`src/rtl/csa_word_sequencer.sv`:
```
// Byte-serial word adder: one shared 8-bit conditional-sum adder, LSB byte first.
// Optional subtract support is compiled in with `define CSA_SEQ_SUB_EN.

module conditional_sum_adder (
    input  logic [7:0] x,
    input  logic [7:0] y,
    input  logic       c0,
    output logic [7:0] Sum,
    output logic       c8
);
    genvar gi, gj;

    // Each level doubles the group size; s0/k0 assume carry-in 0, s1/k1 assume carry-in 1.
    generate
        for (gi = 0; gi < 4; gi++) begin : lvl
            localparam int G  = 1 << gi;
            localparam int NG = 8 >> gi;
            logic [7:0]    s0;
            logic [7:0]    s1;
            logic [NG-1:0] k0;
            logic [NG-1:0] k1;

            if (gi == 0) begin : base
                assign s0 = x ^ y;
                assign s1 = ~(x ^ y);
                assign k0 = x & y;
                assign k1 = x | y;
            end else begin : merge
                for (gj = 0; gj < NG; gj++) begin : grp
                    localparam int H  = G / 2;
                    localparam int LO = gj * G;
                    localparam int HI = gj * G + H;

                    assign s0[LO +: H] = lvl[gi-1].s0[LO +: H];
                    assign s1[LO +: H] = lvl[gi-1].s1[LO +: H];
                    assign s0[HI +: H] = lvl[gi-1].k0[2*gj] ? lvl[gi-1].s1[HI +: H]
                                                            : lvl[gi-1].s0[HI +: H];
                    assign s1[HI +: H] = lvl[gi-1].k1[2*gj] ? lvl[gi-1].s1[HI +: H]
                                                            : lvl[gi-1].s0[HI +: H];
                    assign k0[gj] = lvl[gi-1].k0[2*gj] ? lvl[gi-1].k1[2*gj+1]
                                                       : lvl[gi-1].k0[2*gj+1];
                    assign k1[gj] = lvl[gi-1].k1[2*gj] ? lvl[gi-1].k1[2*gj+1]
                                                       : lvl[gi-1].k0[2*gj+1];
                end
            end
        end
    endgenerate

    assign Sum = c0 ? lvl[3].s1    : lvl[3].s0;
    assign c8  = c0 ? lvl[3].k1[0] : lvl[3].k0[0];
endmodule

module csa_word_sequencer #(
    parameter int NBYTES = 4
) (
    input  logic                  clk,
    input  logic                  rst,
    input  logic                  start,
    input  logic [8*NBYTES-1:0]   a,
    input  logic [8*NBYTES-1:0]   b,
    input  logic                  cin,
`ifdef CSA_SEQ_SUB_EN
    input  logic                  sub,
`endif
    output logic                  busy,
    output logic                  done,
    output logic [8*NBYTES-1:0]   sum,
    output logic                  cout
);
    localparam int W  = 8 * NBYTES;
    localparam int IW = (NBYTES > 1) ? $clog2(NBYTES) : 1;
    localparam logic [IW-1:0] LAST_IDX = IW'(NBYTES - 1);

    typedef enum logic [1:0] {
        IDLE = 2'd0,
        RUN  = 2'd1,
        DONE = 2'd2
    } state_t;

    state_t         state_q, state_d;
    logic [IW-1:0]  idx_q, idx_d;
    logic           carry_q, carry_d;
    logic [W-1:0]   a_q, a_d;
    logic [W-1:0]   b_q, b_d;
    logic [W-1:0]   res_q, res_d;
    logic [W-1:0]   sum_q, sum_d;
    logic           cout_q, cout_d;

    logic [7:0]     x_byte;
    logic [7:0]     y_byte;
    logic [7:0]     add_sum;
    logic           add_c8;
    logic           start_carry;

`ifdef CSA_SEQ_SUB_EN
    logic           sub_q, sub_d;

    // Subtraction is A + ~B + 1; the caller's cin is irrelevant then.
    assign y_byte      = b_q[{idx_q, 3'b000} +: 8] ^ {8{sub_q}};
    assign start_carry = sub ? 1'b1 : cin;
`else
    assign y_byte      = b_q[{idx_q, 3'b000} +: 8];
    assign start_carry = cin;
`endif

    assign x_byte = a_q[{idx_q, 3'b000} +: 8];

    conditional_sum_adder u_adder (
        .x   (x_byte),
        .y   (y_byte),
        .c0  (carry_q),
        .Sum (add_sum),
        .c8  (add_c8)
    );

    always_comb begin
        state_d = state_q;
        idx_d   = idx_q;
        carry_d = carry_q;
        a_d     = a_q;
        b_d     = b_q;
        res_d   = res_q;
        sum_d   = sum_q;
        cout_d  = cout_q;
`ifdef CSA_SEQ_SUB_EN
        sub_d   = sub_q;
`endif

        case (state_q)
            IDLE, DONE: begin
                if (start) begin
                    a_d     = a;
                    b_d     = b;
                    carry_d = start_carry;
                    idx_d   = '0;
`ifdef CSA_SEQ_SUB_EN
                    sub_d   = sub;
`endif
                    state_d = RUN;
                end else if (state_q == DONE) begin
                    state_d = IDLE;
                end
            end

            RUN: begin
                res_d[{idx_q, 3'b000} +: 8] = add_sum;
                carry_d = add_c8;
                if (idx_q == LAST_IDX) begin
                    // Publish includes the byte being written on this same edge.
                    sum_d   = res_d;
                    cout_d  = add_c8;
                    idx_d   = '0;
                    state_d = DONE;
                end else begin
                    idx_d = idx_q + IW'(1);
                end
            end

            default: begin
                state_d = IDLE;
            end
        endcase
    end

    always_ff @(posedge clk) begin
        if (rst) begin
            state_q <= IDLE;
            idx_q   <= '0;
            carry_q <= 1'b0;
            a_q     <= '0;
            b_q     <= '0;
            res_q   <= '0;
            sum_q   <= '0;
            cout_q  <= 1'b0;
`ifdef CSA_SEQ_SUB_EN
            sub_q   <= 1'b0;
`endif
        end else begin
            state_q <= state_d;
            idx_q   <= idx_d;
            carry_q <= carry_d;
            a_q     <= a_d;
            b_q     <= b_d;
            res_q   <= res_d;
            sum_q   <= sum_d;
            cout_q  <= cout_d;
`ifdef CSA_SEQ_SUB_EN
            sub_q   <= sub_d;
`endif
        end
    end

    assign busy = (state_q == RUN);
    assign done = (state_q == DONE);
    assign sum  = sum_q;
    assign cout = cout_q;
endmodule

```
`config.mk`:
```
export PLATFORM = sky130hd
export DESIGN_NAME = csa_word_sequencer
export DESIGN_NICKNAME = d
export VERILOG_FILES = /design/src/rtl/csa_word_sequencer.sv
export SDC_FILE = /design/constraint.sdc
export NUM_CORES = 1
export LEC_CHECK = 0
export BUFFER_PORTS_ARGS = -buffer_cell sky130_fd_sc_hd__buf_2
export CORE_MARGIN = 2
export CORE_UTILIZATION = 49
export CTS_CLUSTER_SIZE = 28
export DETAILED_ROUTE_END_ITERATION = 8
export PLACE_DENSITY = 0.7
export RECOVER_POWER = 50
export SYNTH_ARGS = -nofsm -noshare
export SYNTH_HDL_FRONTEND = slang
export SYNTH_SLANG_ARGS = --single-unit
```
`constraint.sdc`:
```
create_clock -name clk -period 3.6 [get_ports clk]
set_input_delay 0.36 -clock clk [delete_from_list [all_inputs] [get_ports clk]]
set_output_delay 0.36 -clock clk [all_outputs]
set_load 0.01 [all_outputs]
```
==> results of run 1 <==
-- flip-flops by register name, summed over array words and instances (netlist names) --
name and cells:
state_q 2, a_q 32, carry_q 1, sum 32, b_q 32, idx_q 2, res_q 32, cout 1
-- metal layers --
layer | wire length [um] | vias up | global-route usage (%)
met5 | 0 | - | 0
met4 | 511 | 0 | 11.7
met3 | 1070 | 39 | 6.18
met2 | 7700 | 204 | 40.3
met1 | 7120 | 2660 | 32.0
li1 | - | 2709 | -
-- area by class of cell --
cell class	count	area (um^2)
repair buffers	112	558
clock inverters	9	101
inverters	23	86.3
multi-input cells	522	3290
clock buffers	22	464
flip-flops and latches	134	2680
well taps	172	215
fillers	1172	5120
diodes	1	2.50
-- path summary, 6_finish.rpt --
path	startpoint	endpoint	slack, ps	depth (start not counted)
setup / recovery	idx_q[0]	sum[12]	310	9
setup reg to reg	idx_q[0]	sum[12]	310	9
hold / removal	b[0]	b_q[0]	170	3
hold reg to reg	res_q[30]	res_q[30]	450	2
-- power groups by stage --
stage | registers (uW) | clock network, uW | logic [uW]
finish | 1570 | 1680 | 487
global route | 1580 | 1770 | 535
CTS | 1570 | 1700 | 482
detailed placement | 1610 | 0 | 479
global placement | 1600 | 0 | 465
floorplan | 1600 | 0 | 335
-- cell usage in the layout (no fill, tap or decap), drive strengths merged, types with 4 or more instances in the layout --
cell type | Yosys | layout
ha | 22 | 22
nand2 | 152 | 152
inv | 19 | 20
nor3 | 8 | 8
mux4 | 16 | 16
clkbuf | 37 | 56
buf | 8 | 78
a221oi | 5 | 5
nand3 | 13 | 13
a211oi | 35 | 35
o21ai | 31 | 31
nor2b | 5 | 5
nand3b | 4 | 4
a41oi | 4 | 4
a21oi | 96 | 96
or3 | 10 | 10
nand2b | 8 | 8
and2 | 6 | 6
clkinv | 4 | 9
dfxtp | 134 | 134
nor2 | 63 | 63
a32oi | 12 | 12
a22oi | 14 | 14
-- worst min-delay path: stages --
cell	delay, ps
buf_2	90
nand2_1	40
a21oi_1	50
-- cells in the mapped netlist (all sizes together) --
cell type    n  area share [%]
nand3       13             1.1
mux2i        1            0.16
a2bb2oi      1            0.24
nor3         8            0.90
o21a         1            0.12
or4b         1            0.16
a32oi       12             1.7
and2         6            0.60
nor2        63             3.8
nor4         1            0.34
a41oi        4            0.92
nor4b        3             1.0
xnor2        1            0.26
dfxtp      134              43
clkbuf      37             2.2
mux4        16             5.8
mux2         1            0.18
ha          22             4.4
or2          1            0.10
a22oi       14             1.7
a211oi      35             5.1
nand3b       4            0.48
and3         2            0.28
a221oi       5            0.70
clkinv       4            0.24
xor2         2            0.28
nor2b        5            0.50
nand2      152             9.2
nand2b       8            0.80
inv         19             1.1
a21oi       96             7.9
buf          8            0.54
or3         10             1.2
o21ai       31             2.5
a21o         2            0.24
o211ai       1            0.12
-- kinds of logic (layout without fill, tap and decap cells) --
family / count (synthesis) / count (layout) / synth area share [%]
AND/OR/NAND/NOR: 277 / 277 / 20.5
AO/OA/AOI/OAI: 202 / 202 / 21.2
flip-flops: 134 / 134 / 43.1
buffers and inverters: 68 / 166 / 4.16
adder cells (fa/ha/maj): 22 / 22 / 4.42
multiplexers: 18 / 18 / 6.12
XOR/XNOR: 3 / 3 / 0.542
other: 0 / 1 / 0
-- metrics by stage --
| step | cells | worst slack [ps] | power, uW | hold WS [ps] | area, um^2 |
|---|---|---|---|---|---|
| CTS | 994 | 386 | 3750 | 156 | 7450 |
| global placement | 963 | 573 | 2070 | 440 | 6880 |
| detailed placement | 963 | 436 | 2080 | 443 | 6880 |
| finish | 995 | 309 | 3740 | 165 | 7400 |
| floorplan | 724 | 322 | 1930 | 432 | 6230 |
| global route | 994 | 210 | 3880 | 171 | 7400 |
==> metrics, run 1 <==
H-tree levels 4; FP Rows 41; final clock skew 6.89 ps; DRT Wirelength 16400 um; Crit path max-delay family multiplexers; register area share after synthesis 43.1%; slew margin rel. -67.4%; Synth Instances 724; RePlAce Congestion 0.929; Overall Global Routing Usage 25.1%; Worst Path Required 3940 ps; HPWL Detailed 11300 um; Distinct cells, synth 50; floorplan core area 12500 um^2; setup tns final 0 ps; full die area 13600 um^2; Int Pwr 2770 uW; first-pass GRT wire length 26500 um; Reg power frac 42.0%; PD cells 506 nW/um^2; Final period util 91.4%; clk buf depth 2; Mapped Area 6230 um^2; critical path, cell by cell buf_12 -> mux4_2 -> inv_1 -> ha_1 -> mux2i_1 -> a21oi_4 -> o21ai_1 -> nand3_1 -> a211oi_2; final net count 900; WL per Instance 16.5 um; Setup Buffers After CTS 0; Critical Path Fanout Max 19; initial DRC count 351; Combinational Power Share 13.0%; Yosys reg bits 134; CP peak stage delay 610 ps; Buffers on Ports 102; final critical-path required period 3290 ps; Die X 117 um; clock slew at reported path FFs 60 ps; Clock Root Buffer clkbuf_16; initial antenna violation count 1; DRC violations left 0; Ports 103; Final Hold Fails 0; slew of the pin with the lowest slew margin 2510 ps; antenna-violating nets left 0; Sw Ratio 26.1%; Pre-antenna DRT Iters 4; worst skew pair latency 430 ps; status finished with violations; starting density of the core 49.8%; vias 5612; clock buffer count from CTS 17; syn nets 814; worst hold-check path type primary input to flop; final setup violation count 0; Yosys Warn Count 0; max-slew violations 104; Worst IR Drop VDD 318 uV; fraction of layout cells with a size suffix above 1 18.4%; clock sink count 134; Setup crit end kind flop; Worst Path Arrival 3630 ps; gr ovfl total 0; CTS tree done; slowest CP cell o21ai_1; Static Leak 0.00274 uW; CP bufs+invs 2; fmax 304 MHz; CTS resizes 0; Avg Vias per Cell 5.64; Layout area overhead 18.8%; RSZ-0062 raised after global routing false; Psw 975 uW; vias in the first global route 5355; Chip Height 117 um; cts hold-fix bufs 0; critical path class flop to flop; Max-Cap Viols 2; Clk pwr share 44.9%; Worst Setup Start Kind flop; largest net degree at the start of global routing 98; Avg Inst Size Synth 8.61 um^2; failing checks max-capacitance violations, max-slew violations; Final Core Density 59.1%
Power figures use the tool's default switching activity.
==> run 2, diff against run 1 <==
BUFFER_PORTS_ARGS = not set   (was -buffer_cell sky130_fd_sc_hd__buf_2)
DONT_BUFFER_PORTS = 1   (was not set)
PLACE_DENSITY = 0.63   (was 0.7)
==> run 2 against run 1 <==
  * The run still ends with max-capacitance violations, max-slew violations left
  * Core utilization fell by 2.9 points
  * Combinational power decreased by 6.6%
  * Die area did not move
  * Clock power about the same
  * Global-route usage is 0.23 points higher
  * Worst setup slack better by 120 ps
  * Hold slack got worse by 96 ps
  * Cell count decreased by 9.4%
==> metrics, run 2 (same netlist as run 1, synthesis figures left out) <==
Critical Path Fanout Max 29; DRT Wirelength 16600 um; Chip Height 117 um; Final Hold Fails 0; Ant. Diodes 0; worst skew pair latency 420 ps; Worst IR Drop VDD 372 uV; initial DRC count 336; clock slew at reported path FFs 60 ps; PD cells 529 nW/um^2; Worst Path Arrival 3470 ps; H-tree levels 4; Final period util 88.1%; clk buf depth 2; Setup crit end kind flop; starting density of the core 49.8%; CP peak stage delay 990 ps; full die area 13600 um^2; Filler Cell Count 1160; slew of the pin with the lowest slew margin 1590 ps; first-pass GRT wire length 26100 um; fraction of layout cells with a size suffix above 1 11.5%; Final Core Density 56.2%; storage element area 2680 um^2; Pre-antenna DRT Iters 5; Pwr Total 3730 uW; most frequent cells in the layout 152 x nand2_1, 134 x dfxtp_1, 95 x a21oi_1; RePlAce Congestion 0.849; final critical-path required period 3170 ps; failing checks max-capacitance violations, max-slew violations; area of the multi-input gates 3300 um^2; Avg Vias per Cell 5.82; clock sink count 134; RSZ-0062 raised after global routing false; placed cells 860; Max-Cap Viols 1; slew margin rel. -6.13%; worst hold-check path type primary input to flop; Static Leak 0.00248 uW; critical path, cell by cell nor2b_1 -> clkbuf_1 -> nand2_1 -> a221oi_1 -> nor3_1; Layout area overhead 13.0%; setup tns final 0 ps; Ports 103; final clock skew 9.95 ps; vias 5241; Worst Path Required 3900 ps; CTS tree done; final setup violation count 0; Overall Global Routing Usage 25.4%; fmax 315 MHz; initial antenna violation count 0; CP bufs+invs 1; final net count 806; WL per Instance 18.4 um; HPWL Detailed 10500 um; post-route insts no fill 901; commonest non-fill, non-tap cell in the layout nand2_1; DRC violations left 0; antenna-violating nets left 0; Clock Root Buffer clkbuf_16; floorplan core area 12500 um^2; status finished with violations; FP Rows 41; critical path class flop to flop; clock buffer count from CTS 17; vias in the first global route 4983; CTS resizes 0; max-slew violations 46; Crit path max-delay family simple AND/OR/NAND/NOR gates; Buffers on Ports 0; largest net degree at the start of global routing 67; Die X 117 um; gr ovfl total 0; slowest CP cell clkbuf_1; Worst Setup Start Kind flop
run 2: timing repair:
| item | CTS | global route |
|---|---|---|
| buffers inserted | 0 | 0 |
| setup endpoints to repair | 0 | 0 |
| hold buffers | 9 | 0 |
| endpoints found under the hold margin | 9 | 0 |
run 2: cell type report:
| type | count | area share (%) |
|---|---|---|
| Timing Repair Buffer | 18 | 2.56 |
| Clock buffer | 23 | 6.79 |
| Inverter | 23 | 1.23 |
| Clock inverter | 9 | 1.42 |
| Sequential cell | 134 | 38.1 |
| Tap cell | 172 | 3.06 |
| Multi-Input combinational cell | 522 | 46.8 |
run 2: metal layers:
| metal | vias to the layer above | global-route usage (%) | part of all wire (%) |
|---|---|---|---|
| met4 | 0 | 10.9 | 2.6 |
| met2 | 219 | 40.3 | 47 |
| met3 | 30 | 8.67 | 8.5 |
| met1 | 2469 | 31.4 | 42 |
| met5 | - | 0 | 0 |
| li1 | 2523 | - | - |
run 2: worst paths after layout:
path | slack, ps | end | start | depth (start not counted)
setup / recovery | 430 | sum[18] | state_q[0] | 5
hold / removal | 70 | b_q[14] | b[14] | 2
setup reg to reg | 430 | sum[18] | state_q[0] | 5
hold reg to reg | 450 | b_q[6] | b_q[6] | 2
run 2: through the flow:
stage	worst slack [ps]	instance area, um^2	hold WS [ps]
final	428	7040	69.1
after global routing	194	7040	51.5
after CTS	553	7050	49.8
after detailed placement	588	6370	441
after global placement	654	6370	436
after floorplan	322	6230	432
run 2: worst reg2reg max path, cell delays in order (launching register included):
cell	delay, ps
dfxtp_1	400
nor2b_1	170
clkbuf_1	990
nand2_1	870
a221oi_1	550
nor3_1	70
run 2: power breakdown:
group	internal (uW)	switching, uW
sequential	1540	33.0
combinational	159	296
clock	1070	630
